## src/rtl/fx_alu_pkg.sv

```systemverilog
`default_nettype none
// ============================================================================
//  Module      : fx_alu_pkg
//  Description : Shared types and constants for the sequential fixed-point
//                ALU. Provides the opcode and FSM state enums, plus helper
//                functions that give the saturation extremes for an N-bit
//                two's-complement word.
//  Contents    : op_e     - operation code carried on the operand bus
//                state_e  - controller state encoding
//                max_pos  - 2^(N-1)-1, zero-extended to FX_MAX_N bits
//                min_neg  - bit pattern of -2^(N-1), zero-extended
//  Revision    : 1.0 - initial release
// ============================================================================
package fx_alu_pkg;

  // Widest word the helper functions can describe. The ALU width N must not
  // exceed this value.
  localparam int FX_MAX_N = 64;

  typedef enum logic [1:0] {
    OP_ADD = 2'b00,
    OP_SUB = 2'b01,
    OP_MUL = 2'b10,
    OP_DIV = 2'b11
  } op_e;

  typedef enum logic [2:0] {
    IDLE = 3'd0,
    EXEC = 3'd1,
    MUL1 = 3'd2,
    DIV  = 3'd3,
    DONE = 3'd4
  } state_e;

  // Largest positive value of an n-bit signed word.
  function automatic logic [FX_MAX_N-1:0] max_pos(input int n);
    return (64'd1 << (n - 1)) - 64'd1;
  endfunction

  // Most negative value of an n-bit signed word. The same pattern read as
  // unsigned is the magnitude 2^(n-1).
  function automatic logic [FX_MAX_N-1:0] min_neg(input int n);
    return 64'd1 << (n - 1);
  endfunction

endpackage
`default_nettype wire

```

## src/rtl/fx_alu_seq_if.sv

```systemverilog
`default_nettype none
// ============================================================================
//  Module      : fx_alu_seq_if
//  Description : Operand and result handshake bundle of the fixed-point ALU.
//  Signals     : in_valid/in_ready  - operand transfer handshake
//                a, b, op           - signed operands and operation code
//                out_valid/out_ready- result transfer handshake
//                result             - signed result
//                overflow           - true result not representable
//                div_by_zero        - DIV issued with b == 0
//  Modports    : master - producer of operands / consumer of results
//                slave  - the ALU itself
//  Revision    : 1.0 - initial release
// ============================================================================
interface fx_alu_seq_if #(
  parameter int N = 32
);
  logic         in_valid;
  logic         in_ready;
  logic [N-1:0] a;
  logic [N-1:0] b;
  logic [1:0]   op;
  logic         out_valid;
  logic         out_ready;
  logic [N-1:0] result;
  logic         overflow;
  logic         div_by_zero;

  modport master (
    output in_valid, a, b, op, out_ready,
    input  in_ready, out_valid, result, overflow, div_by_zero
  );

  modport slave (
    input  in_valid, a, b, op, out_ready,
    output in_ready, out_valid, result, overflow, div_by_zero
  );
endinterface
`default_nettype wire

```

## src/rtl/fx_div_iter.sv

```systemverilog
`default_nettype none
// ============================================================================
//  Module      : fx_div_iter
//  Description : Unsigned restoring divider, one quotient bit per clock.
//                Produces an (N+FRAC)-bit quotient after N+FRAC iterations.
//  Ports       : clk, rst_n           - clock, async active-low reset
//                start                - load operands, begin iterating
//                dividend [N+FRAC]    - unsigned dividend
//                divisor  [N]         - unsigned, non-zero divisor
//                busy                 - iterations in progress
//                done                 - one-cycle pulse, quotient valid
//                quotient [N+FRAC]    - unsigned quotient (held until start)
//  Revision    : 1.0 - initial release
// ============================================================================
module fx_div_iter #(
  parameter int N    = 32,
  parameter int FRAC = 16
) (
  input  logic              clk,
  input  logic              rst_n,
  input  logic              start,
  input  logic [N+FRAC-1:0] dividend,
  input  logic [N-1:0]      divisor,
  output logic              busy,
  output logic              done,
  output logic [N+FRAC-1:0] quotient
);
  localparam int W  = N + FRAC;
  localparam int CW = $clog2(W + 1);

  logic [N-1:0]  rem_q, rem_d;
  logic [W-1:0]  quo_q, quo_d;
  logic [N-1:0]  dvs_q, dvs_d;
  logic [CW-1:0] cnt_q, cnt_d;
  logic          busy_q, busy_d;
  logic          done_q, done_d;
  logic [N:0]    shifted;
  logic [N:0]    trial;

  always_comb begin
    rem_d  = rem_q;
    quo_d  = quo_q;
    dvs_d  = dvs_q;
    cnt_d  = cnt_q;
    busy_d = busy_q;
    done_d = 1'b0;
    // The partial remainder stays below the divisor, so the shifted value
    // needs one extra bit and the trial difference fits back into N bits.
    shifted = {rem_q, quo_q[W-1]};
    trial   = shifted - {1'b0, dvs_q};
    if (start) begin
      rem_d  = '0;
      quo_d  = dividend;
      dvs_d  = divisor;
      cnt_d  = CW'(W);
      busy_d = 1'b1;
    end else if (busy_q) begin
      if (!trial[N]) begin
        rem_d = trial[N-1:0];
        quo_d = {quo_q[W-2:0], 1'b1};
      end else begin
        rem_d = shifted[N-1:0];
        quo_d = {quo_q[W-2:0], 1'b0};
      end
      cnt_d = cnt_q - CW'(1);
      if (cnt_q == CW'(1)) begin
        busy_d = 1'b0;
        done_d = 1'b1;
      end
    end
  end

  always_ff @(posedge clk or negedge rst_n) begin
    if (!rst_n) begin
      rem_q  <= '0;
      quo_q  <= '0;
      dvs_q  <= '0;
      cnt_q  <= '0;
      busy_q <= 1'b0;
      done_q <= 1'b0;
    end else begin
      rem_q  <= rem_d;
      quo_q  <= quo_d;
      dvs_q  <= dvs_d;
      cnt_q  <= cnt_d;
      busy_q <= busy_d;
      done_q <= done_d;
    end
  end

  assign busy     = busy_q;
  assign done     = done_q;
  assign quotient = quo_q;
endmodule
`default_nettype wire

```

## src/rtl/fx_alu_seq.sv

```systemverilog
`default_nettype none
// ============================================================================
//  Module      : fx_alu_seq
//  Description : Sequential signed Q(N-FRAC).FRAC ALU (ADD/SUB/MUL/DIV) with
//                valid/ready handshakes, optional saturation and status flags.
//                Single-issue: one operation in flight at a time.
//  Ports       : clk    - rising-edge clock
//                rst_n  - asynchronous active-low reset
//                bus    - fx_alu_seq_if.slave (operands in, result out)
//  Revision    : 1.0 - initial release
// ============================================================================
module fx_alu_seq
  import fx_alu_pkg::*;
#(
  parameter int N    = 32,
  parameter int FRAC = 16,
  parameter bit SAT  = 1'b1
) (
  input  logic        clk,
  input  logic        rst_n,
  fx_alu_seq_if.slave bus
);
  localparam logic [N-1:0] MAX_POS = N'(max_pos(N));
  localparam logic [N-1:0] MIN_NEG = N'(min_neg(N));
  localparam int           W       = N + FRAC;

  state_e       state_q, state_d;
  logic [N-1:0] a_q, a_d, b_q, b_d;
  op_e          op_q, op_d;
  logic [N-1:0] result_q, result_d;
  logic         overflow_q, overflow_d;
  logic         dbz_q, dbz_d;
  logic         in_ready_q, in_ready_d;

  logic         accept;
  logic [N-1:0] in_mag_a, in_mag_b;
  logic         div_start, div_busy, div_done;
  logic [W-1:0] div_quo;

  logic [N:0]     sum_ext;
  logic           sum_ovf;
  logic [N-1:0]   add_result;
  logic [N-1:0]   mag_a_q, mag_b_q;
  logic [2*N-1:0] prod, mag_sel;
  logic           sign_q, mag_ovf;
  logic [N-1:0]   mag_low, mag_result;

  assign accept   = bus.in_valid && in_ready_q;
  // Magnitude of -2^(N-1) wraps to the same pattern, which read as unsigned
  // is exactly 2^(N-1).
  assign in_mag_a = bus.a[N-1] ? -bus.a : bus.a;
  assign in_mag_b = bus.b[N-1] ? -bus.b : bus.b;
  // The divider loads straight from the bus on the accept edge so its
  // iterations line up with the DIV state; a zero divisor never starts it.
  assign div_start = accept && (op_e'(bus.op) == OP_DIV) && (bus.b != '0) && !div_busy;

  fx_div_iter #(
    .N    (N),
    .FRAC (FRAC)
  ) u_div (
    .clk      (clk),
    .rst_n    (rst_n),
    .start    (div_start),
    .dividend ({in_mag_a, {FRAC{1'b0}}}),
    .divisor  (in_mag_b),
    .busy     (div_busy),
    .done     (div_done),
    .quotient (div_quo)
  );

  // Datapath for the captured operands.
  always_comb begin
    if (op_q == OP_SUB) sum_ext = {a_q[N-1], a_q} - {b_q[N-1], b_q};
    else                sum_ext = {a_q[N-1], a_q} + {b_q[N-1], b_q};
    sum_ovf = sum_ext[N] ^ sum_ext[N-1];
    if (sum_ovf && SAT) add_result = sum_ext[N] ? MIN_NEG : MAX_POS;
    else                add_result = sum_ext[N-1:0];

    mag_a_q = a_q[N-1] ? -a_q : a_q;
    mag_b_q = b_q[N-1] ? -b_q : b_q;
    prod    = {{N{1'b0}}, mag_a_q} * {{N{1'b0}}, mag_b_q};
    sign_q  = a_q[N-1] ^ b_q[N-1];
    // MUL and DIV share the sign/overflow/saturation stage on a magnitude.
    mag_sel = (state_q == DIV) ? {{(N-FRAC){1'b0}}, div_quo} : (prod >> FRAC);
    mag_ovf = sign_q ? (mag_sel > {{N{1'b0}}, MIN_NEG})
                     : (mag_sel > {{N{1'b0}}, MAX_POS});
    mag_low = mag_sel[N-1:0];
    if (mag_ovf && SAT) mag_result = sign_q ? MIN_NEG : MAX_POS;
    else                mag_result = sign_q ? -mag_low : mag_low;
  end

  // Controller: next state and result register updates.
  always_comb begin
    state_d    = state_q;
    a_d        = a_q;
    b_d        = b_q;
    op_d       = op_q;
    result_d   = result_q;
    overflow_d = overflow_q;
    dbz_d      = dbz_q;
    case (state_q)
      IDLE: begin
        if (accept) begin
          a_d  = bus.a;
          b_d  = bus.b;
          op_d = op_e'(bus.op);
          case (op_e'(bus.op))
            OP_MUL:  state_d = MUL1;
            OP_DIV:  state_d = DIV;
            default: state_d = EXEC;
          endcase
        end
      end
      EXEC: begin
        result_d   = add_result;
        overflow_d = sum_ovf;
        dbz_d      = 1'b0;
        state_d    = DONE;
      end
      MUL1: begin
        result_d   = mag_result;
        overflow_d = mag_ovf;
        dbz_d      = 1'b0;
        state_d    = DONE;
      end
      DIV: begin
        if (b_q == '0) begin
          result_d   = a_q[N-1] ? MIN_NEG : MAX_POS;
          overflow_d = 1'b1;
          dbz_d      = 1'b1;
          state_d    = DONE;
        end else if (div_done) begin
          result_d   = mag_result;
          overflow_d = mag_ovf;
          dbz_d      = 1'b0;
          state_d    = DONE;
        end
      end
      DONE: begin
        if (bus.out_ready) state_d = IDLE;
      end
      default: state_d = IDLE;
    endcase
    // Registered so in_ready is low throughout reset and rises on the first
    // edge after release.
    in_ready_d = (state_d == IDLE);
  end

  always_ff @(posedge clk or negedge rst_n) begin
    if (!rst_n) begin
      state_q    <= IDLE;
      a_q        <= '0;
      b_q        <= '0;
      op_q       <= OP_ADD;
      result_q   <= '0;
      overflow_q <= 1'b0;
      dbz_q      <= 1'b0;
      in_ready_q <= 1'b0;
    end else begin
      state_q    <= state_d;
      a_q        <= a_d;
      b_q        <= b_d;
      op_q       <= op_d;
      result_q   <= result_d;
      overflow_q <= overflow_d;
      dbz_q      <= dbz_d;
      in_ready_q <= in_ready_d;
    end
  end

  assign bus.in_ready    = in_ready_q;
  assign bus.out_valid   = (state_q == DONE);
  assign bus.result      = result_q;
  assign bus.overflow    = overflow_q;
  assign bus.div_by_zero = dbz_q;
endmodule
`default_nettype wire

```

## src/flat_wrapper.sv

```systemverilog
// flat-port wrapper written by rule: the top's interface ports become plain ports
module fx_alu_seq_flat import fx_alu_pkg::*;
#(
  parameter int N    = 32,
  parameter int FRAC = 16,
  parameter bit SAT  = 1'b1
)
  (clk, rst_n, bus_in_valid, bus_a, bus_b, bus_op, bus_out_ready, bus_in_ready, bus_out_valid, bus_result, bus_overflow, bus_div_by_zero);
  fx_alu_seq_if #(.N(N)) bus_i ();
  input  logic clk;
  input  logic rst_n;
  input wire logic [$bits(bus_i.in_valid)-1:0] bus_in_valid;
  input wire logic [$bits(bus_i.a)-1:0] bus_a;
  input wire logic [$bits(bus_i.b)-1:0] bus_b;
  input wire logic [$bits(bus_i.op)-1:0] bus_op;
  input wire logic [$bits(bus_i.out_ready)-1:0] bus_out_ready;
  output wire logic [$bits(bus_i.in_ready)-1:0] bus_in_ready;
  output wire logic [$bits(bus_i.out_valid)-1:0] bus_out_valid;
  output wire logic [$bits(bus_i.result)-1:0] bus_result;
  output wire logic [$bits(bus_i.overflow)-1:0] bus_overflow;
  output wire logic [$bits(bus_i.div_by_zero)-1:0] bus_div_by_zero;
  assign bus_i.in_valid = bus_in_valid;
  assign bus_i.a = bus_a;
  assign bus_i.b = bus_b;
  assign bus_i.op = bus_op;
  assign bus_i.out_ready = bus_out_ready;
  assign bus_in_ready = bus_i.in_ready;
  assign bus_out_valid = bus_i.out_valid;
  assign bus_result = bus_i.result;
  assign bus_overflow = bus_i.overflow;
  assign bus_div_by_zero = bus_i.div_by_zero;
  fx_alu_seq #(.N(N), .FRAC(FRAC), .SAT(SAT)) u_core (.clk(clk), .rst_n(rst_n), .bus(bus_i));
endmodule
```

## config.mk

```make
export PLATFORM = sky130hd
export DESIGN_NAME = fx_alu_seq_flat
export DESIGN_NICKNAME = d
export VERILOG_FILES = /design/src/rtl/fx_alu_pkg.sv /design/src/rtl/fx_alu_seq_if.sv /design/src/rtl/fx_div_iter.sv /design/src/rtl/fx_alu_seq.sv /design/src/flat_wrapper.sv
export SDC_FILE = /design/constraint.sdc
export NUM_CORES = 2
export LEC_CHECK = 0
export ABC_CLOCK_PERIOD_IN_PS = 11800
export BUFFER_PORTS_ARGS = -buffer_cell sky130_fd_sc_hd__buf_2
export CAP_MARGIN = 10
export CORE_ASPECT_RATIO = 0.8
export CORE_UTILIZATION = 60
export DETAILED_ROUTE_END_ITERATION = 10
export GPL_TIMING_DRIVEN = 0
export PLACE_DENSITY_LB_ADDON = 0.12
export SYNTH_ARGS = -nofsm -noshare
export SYNTH_HDL_FRONTEND = slang
export SYNTH_SLANG_ARGS = --single-unit
```

## constraint.sdc

```tcl
create_clock -name clk -period 11.8 [get_ports clk]
set_input_delay 1.77 -clock clk [delete_from_list [all_inputs] [get_ports clk]]
set_output_delay 1.77 -clock clk [all_outputs]
set_load 0.02 [all_outputs]
```

-- Yosys cells after proc, flatten, opt, wreduce, memory -nomap -nowiden
Index checks and enable logic that the tools add are counted.
- logic and storage cells: 95
- input port bits: 70
- register bits after elaboration: 224
- output and inout bits: 36
- order comparisons: 2
- reduce and logical (&&, ||, !) cells: 16
- bitwise gates (word level): 2
- add/sub/neg operators: 9
- mux-type cells: 42
- $mul: 1
- equal/unequal tests: 9
- operators with widths (operator ; number):
    32-bit 2-to-1 mux ; 15
    32-bit negation ; 5
    48-bit 2-to-1 mux ; 3
    32-bit case mux with 3 select lines ; 1
    64-bit by 31-bit > comparator with 1-bit output, second input constant ; 1
    64-bit by 32-bit > comparator with 1-bit output, second input constant ; 1
    32-bit by 32-bit multiplier with 64-bit output ; 1
    32-bit by 32-bit adder with 33-bit output ; 1
    33-bit 2-to-1 mux ; 1
    32-bit by 32-bit subtractor with 33-bit output ; 1
    33-bit by 32-bit subtractor with 33-bit output ; 1
    32-bit logical NOT ; 1
    32-bit nonzero test ; 1
    1-bit 2-to-1 mux ; 12
    3-bit 2-to-1 mux ; 4
    6-bit 2-to-1 mux ; 2
    3-bit case mux with 4 select lines ; 1
    3-bit by 2-bit == test with 1-bit output, second input constant ; 2
    6-bit by 1-bit == test with 1-bit output, second input constant ; 1
    3-bit logical NOT ; 2
    2-bit AND reduction ; 3
    6-bit by 1-bit subtractor with 6-bit output, second input constant ; 1
    2-bit == test, second input constant ; 2
    1-bit logical AND ; 4
    12 further kinds ; 14

-- Longest topological paths before layout
- word-level depth: 10
- mapped depth: 46
- depth with buffers taken out: 39

-- Modules after synthesis
A second synthesis with hierarchy kept.
- cells, all modules: 6067
- area, all modules: 51150.3 sq um
- by module, submodules not included (module ; sequential area each (sq um) ; area an instance (sq um) ; times used ; cells an instance):
    fx_alu_seq ; 2602.5 ; 43910.9 ; 1 ; 5282
    fx_div_iter ; 3002.9 ; 7239.4 ; 1 ; 785

-- Worst setup path before layout
OpenSTA, ideal clock, no wires.
- path type: register to register
- start point: register u_core.b_q[2]
- end point: register u_core.result_q[26] (netlist: u_core.bus.result[26])
- cell stages (with the launch flop): 41
- setup slack: 706 ps
- clock period less this slack: 11094 ps
- buffers on the path: 6
- arrival: 11003 ps
- library setup time: 90 ps
- required time: 11710 ps
- cells stage by stage: dfrtp_1 > clkbuf_1 > or3_1 > or3_1 > nor2_1 > nand2_1 > or3_1 > or3_1 > clkbuf_1 > or3_1 > nand2b_1 > buf_2 > o31ai_2 > xor2_1 > nor2_1 > fa_1 > inv_1 > fa_1 > [5 not listed] > fa_1 > fa_1 > ha_1 > clkbuf_1 > nand2_1 > nor4_1 > nand2b_1 > or4_1 > nand3_1 > xor2_1 > mux2i_1 > and4_1 > clkbuf_1 > a41oi_1 > nor3b_4 > nand2_2 > buf_2 > o221ai_1
- cells in the longest elaborated chain, start to end: 10
- ends and longest elaborated chain (element ; RTL line ; text):
    start: declaration ; fx_alu_seq.sv:28 ; logic [N-1:0] a_q, a_d, b_q, b_d;
    start signal: assignment ; fx_alu_seq.sv:153 ; b_q <= '0;
    start signal: assignment ; fx_alu_seq.sv:162 ; b_q <= b_d;
    32-bit negation ; fx_alu_seq.sv:80 ; mag_b_q = b_q[N-1] ? -b_q : b_q;
    32-bit 2-to-1 mux ; fx_alu_seq.sv:80 ;
    32-bit by 32-bit multiplier with 64-bit output ; fx_alu_seq.sv:81 ; prod = {{N{1'b0}}, mag_a_q} * {{N{1'b0}}, mag_b_q};
    48-bit 2-to-1 mux ; fx_alu_seq.sv:84 ; mag_sel = (state_q == DIV) ? {{(N-FRAC){1'b0}}, div_quo} : (prod >> FRAC);
    64-bit by 31-bit > comparator with 1-bit output, or another cell as far along ; fx_alu_seq.sv:86 ; : (mag_sel > {{N{1'b0}}, MAX_POS});
    1-bit 2-to-1 mux or 32-bit 2-to-1 mux (tied branches) ; fx_alu_seq.sv:85, fx_alu_seq.sv:89 ;
    32-bit 2-to-1 mux ; fx_alu_seq.sv:88 ; if (mag_ovf && SAT) mag_result = sign_q ? MIN_NEG : MAX_POS;
    32-bit 2-to-1 mux ; fx_alu_seq.sv:132 ; end else if (div_done) begin
    32-bit 2-to-1 mux ; fx_alu_seq.sv:127 ; if (b_q == '0) begin
    32-bit case mux with 3 select lines ; fx_alu_seq.sv:101 ; case (state_q)
    end signal: assignment ; fx_alu_seq.sv:164 ; result_q <= result_d;
    end: declaration ; fx_alu_seq.sv:30 ; logic [N-1:0] result_q, result_d;
Several ways; a longest one is shown, not always the timed one. The select of a mux whose other input is x is not followed.
A chain may end at the register's enable or synchronous reset.

-- Worst setup path in the final report
- start point: register u_core.b_q[0]
- end point: register u_core.result_q[3] (netlist: u_core.bus.result[3])
Same word-level chain as after synthesis.

==> results_tabular.tex <==
\begin{tabular}{lr}
\hline
Metric & Value \\
\hline
\multicolumn{2}{l}{\textbf{Detailed routing}} \\
Total routed wirelength & 212 mm \\
Starting DRC count in detailed routing & 6743 \\
Average via count per standard cell & 6.42 \\
Average detailed-routed wire length per instance & 29.0 um \\
Vias & 47000 \\
Number of routed nets with antenna violations & 0 \\
First-pass iteration count of the detailed router & 7 \\
Remaining routing DRC violations & 0 \\
\multicolumn{2}{l}{\textbf{Place}} \\
RD Place Congestion & 1.07 \\
\# port buffers & 104 \\
Cell area after placement & 52700 um2 \\
Detailed-placement wirelength estimate & 172 mm \\
\multicolumn{2}{l}{\textbf{Yosys}} \\
Number of distinct standard cells referenced by the synthesized netlist & 81 \\
Cell count after synthesis & 5947 \\
Register bit total from synthesis & roughly 220 \\
Synth Flop Type & dfrtp\_1 \\
Count of flip-flops with a built-in enable after synthesis & 0 \\
Asr flop ratio synth & 1.00 \\
Cell types occupying the most area after synthesis & fa\_1, dfrtp\_1, ha\_1 \\
Summed instance area of the synthesized netlist & 50000 um2 \\
Most frequent cells after synthesis & inv\_1, nand2\_1, fa\_1, nor2\_1, ha\_1 \\
Yosys warning count & 0 \\
Synth top area share & 0.359 \\
Sequential share of the synthesized area & 0.112 \\
Yosys top cell by area & fa\_1 \\
Avg Synthesized Cell Area & 8.41 um2 \\
Most common cell in the synthesized netlist & inv\_1 \\
Net count after synthesis & 7247 \\
\multicolumn{2}{l}{\textbf{Setup path}} \\
Maximum single-stage delay on the critical path & around 0.7 ns \\
CP arrival & 12.51 ns \\
CP max FO & 6 \\
Critical setup path kind & reg2reg \\
CP endpoint kind & flip-flop \\
CP Data Required Time & 12.27 ns \\
Startpoint type of the worst setup path & flip-flop \\
CP max stage cell & fa\_2 \\
Cell repeated most along the worst path & fa\_2 \\
\multicolumn{2}{l}{\textbf{Layout}} \\
Net count reported at finish & 7493 \\
Fill count & 6532 \\
Synth-to-layout area growth & 13.3\% \\
Final standard cell area without fillers & 56700 um2 \\
Proportion of layout cells with a drive suffix above 1 & 0.132 \\
\multicolumn{2}{l}{\textbf{CTS}} \\
Number of buffers inserted during clock tree synthesis & 20 \\
\# clock sinks & between 200 and 250 \\
Cts-stage hold buffer count & 0 \\
Clock latency at the later pin of the worst-skew pair & roughly 0.55 ns \\
Clock transition at path regs & 0.08 ns \\
Clock tree buffer depth & 3 \\
Clock tree from TritonCTS & done \\
Number of H-tree branching levels & 1 \\
Clock root buffer & clkbuf\_16 \\
\multicolumn{2}{l}{\textbf{STA}} \\
Normalized max-slew margin & 0.125 \\
Number of max-slew violations in the final report & 0 \\
Setup repair after global routing missed its margin & true \\
Slew at the pin with the worst max-slew slack & 1.31 ns \\
Peak clock frequency supported by timing & around 0.083 GHz \\
Worst hold margin & 0.482 ns \\
Post-Route Skew & between 0.02 and 0.03 ns \\
Setup violations, final & 33 \\
Minimum clock period & 12.05 ns \\
Setup slack after layout & -0.248 ns \\
Fraction of the cycle the final worst path needs & 1.02 \\
Final-report hold violation count & 0 \\
Setup TNS & -5.54 ns \\
\multicolumn{2}{l}{\textbf{Global routing}} \\
Largest net degree at the start of global routing & 120 \\
Remaining global-route overflow & 0 \\
Initial antenna violation count & 18 \\
Global-route wire length before repair & 304 mm \\
Number of global-route vias before repair & 45100 \\
Overall routing resource usage & 0.499 \\
\multicolumn{2}{l}{\textbf{Floorplanning}} \\
Number of top-level pins & 106 \\
Site Rows & 94 \\
Die extent in y & roughly 260 um \\
Effective utilization at floorplan & 0.607 \\
Area of the core region & 82300 um2 \\
Area of the die & 84500 um2 \\
Die width & approximately 320 um \\
\multicolumn{2}{l}{\textbf{Outcome}} \\
Result of the run & finished with violations \\
Failing checks & negative setup slack \\
\multicolumn{2}{l}{\textbf{Flow run}} \\
Max-cap check violation count & 0 \\
\multicolumn{2}{l}{\textbf{Hold path}} \\
Worst min-delay path category & reg2reg \\
\hline
\end{tabular}
==> repair_timing <==
item / 4_1_cts / 5_1_grt
cloned: 2 / 1
buffers inserted: 64 / 59
pin swaps: 39 / 68
setup endpoints to repair: 33 / 33
resized for setup: 363 / 263
==> registers in the layout (all words and copies together), names as in the netlist, 2 cells and up <==
| register | flops |
|---|---|
| u_core.bus.result | 32 |
| u_core.u_div.quotient | 48 |
| u_core.a_q | 32 |
| u_core.u_div.cnt_q | 6 |
| u_core.op_q | 2 |
| u_core.u_div.dvs_q | 32 |
| u_core.b_q | 32 |
| u_core.u_div.rem_q | 32 |
| u_core.state_q | 3 |
==> worst paths after layout <==
kind | startpoint | endpoint | slack, ns | cells past startpoint
max in group asynchronous | rst_n | u_core.u_div.rem_q[9] | 9.31 | 2
min in group asynchronous | rst_n | u_core.u_div.quotient[41] | 1.22 | 1
min reg2reg | u_core.u_div.cnt_q[5] | u_core.u_div.cnt_q[5] | 0.48 | 1
max | u_core.b_q[0] | u_core.bus.result[3] | -0.25 | 40
max reg2reg | u_core.b_q[0] | u_core.bus.result[3] | -0.25 | 40
min | u_core.u_div.cnt_q[5] | u_core.u_div.cnt_q[5] | 0.48 | 1
==> kinds of logic (layout without fill, tap and decap cells) <==
logic type | Yosys count | in the layout | share of synthesized area
AND/OR/NAND/NOR | 1953 | 1953 | 0.166
buffers and inverters | 1305 | 1563 | 0.0981
adder cells (fa/ha/maj) | 1230 | 1230 | 0.442
AO/OA/AOI/OAI | 829 | 829 | 0.107
XOR/XNOR | 315 | 315 | 0.0552
flip-flops | 224 | 224 | 0.112
multiplexers | 91 | 91 | 0.0201
other | 0 | 9 | 0
==> cell usage in the layout, fill, tap and decap left out, types with 21 or more instances in the layout <==
cell,n
a31oi_1,31
clkbuf_2,55
a21oi_1,178
clkbuf_16,23
and2_1,41
o31ai_1,42
a211oi_1,21
xnor2_2,33
dfrtp_1,218
buf_8,27
o211ai_1,55
nand4_1,35
inv_1,985
xor2_1,110
clkbuf_1,155
ha_1,308
nor2_1,627
o21ai_0,191
buf_4,115
mux2_2,67
fa_2,23
a21o_1,63
fa_1,874
nand3_1,75
nor3_1,38
xor2_2,27
buf_6,27
xnor2_1,123
buf_2,113
nand2_1,911
==> through the flow <==
stage / worst slack, ns / cells / util
after floorplan: 0.706 / 5947 / -
after global placement: -3.36 / 7155 / 0.631
after detailed placement: -3.36 / 7192 / 0.640
after CTS: 0.000663 / 7266 / 0.672
after global routing: -0.328 / 7310 / 0.688
final: -0.248 / 7318 / 0.688
==> layout make-up <==
| class | count | area [um2] | area share |
|---|---|---|---|
| timing repair buffer | 267 | 2150 | 0.0379 |
| multi-input combinational | 4418 | 41700 | 0.735 |
| inverter | 993 | 3730 | 0.0659 |
| antenna | 9 | 22.5 | 0.000397 |
| clock buffer | 31 | 643 | 0.0113 |
| sequential | 224 | 5610 | 0.0990 |
| clock inverter | 3 | 43.8 | 0.000773 |
| buffer | 269 | 1410 | 0.0249 |
| tap | 1104 | 1380 | 0.0244 |
==> metal layers <==
layer,track usage,vias up,share of wire
li1,-,19200,-
met1,0.684,23100,0.38
met2,0.664,3934,0.38
met3,0.244,719,0.18
met4,0.211,18,0.057
met5,0.00502,-,0.0011
==> worst max-delay path, delay by kind of cell (launching register included) <==
family                   cells  cell delay [ns]
AO/OA/AOI/OAI               10             2.63
buffers and inverters        7             0.86
flip-flops                   1             0.45
XOR/XNOR                     1             0.33
adder cells (fa/ha/maj)      9             4.63
AND/OR/NAND/NOR             13             3.02
Power is not shown: default switching activity piles up to over one toggle a cycle in this logic, so the estimate is an artifact.
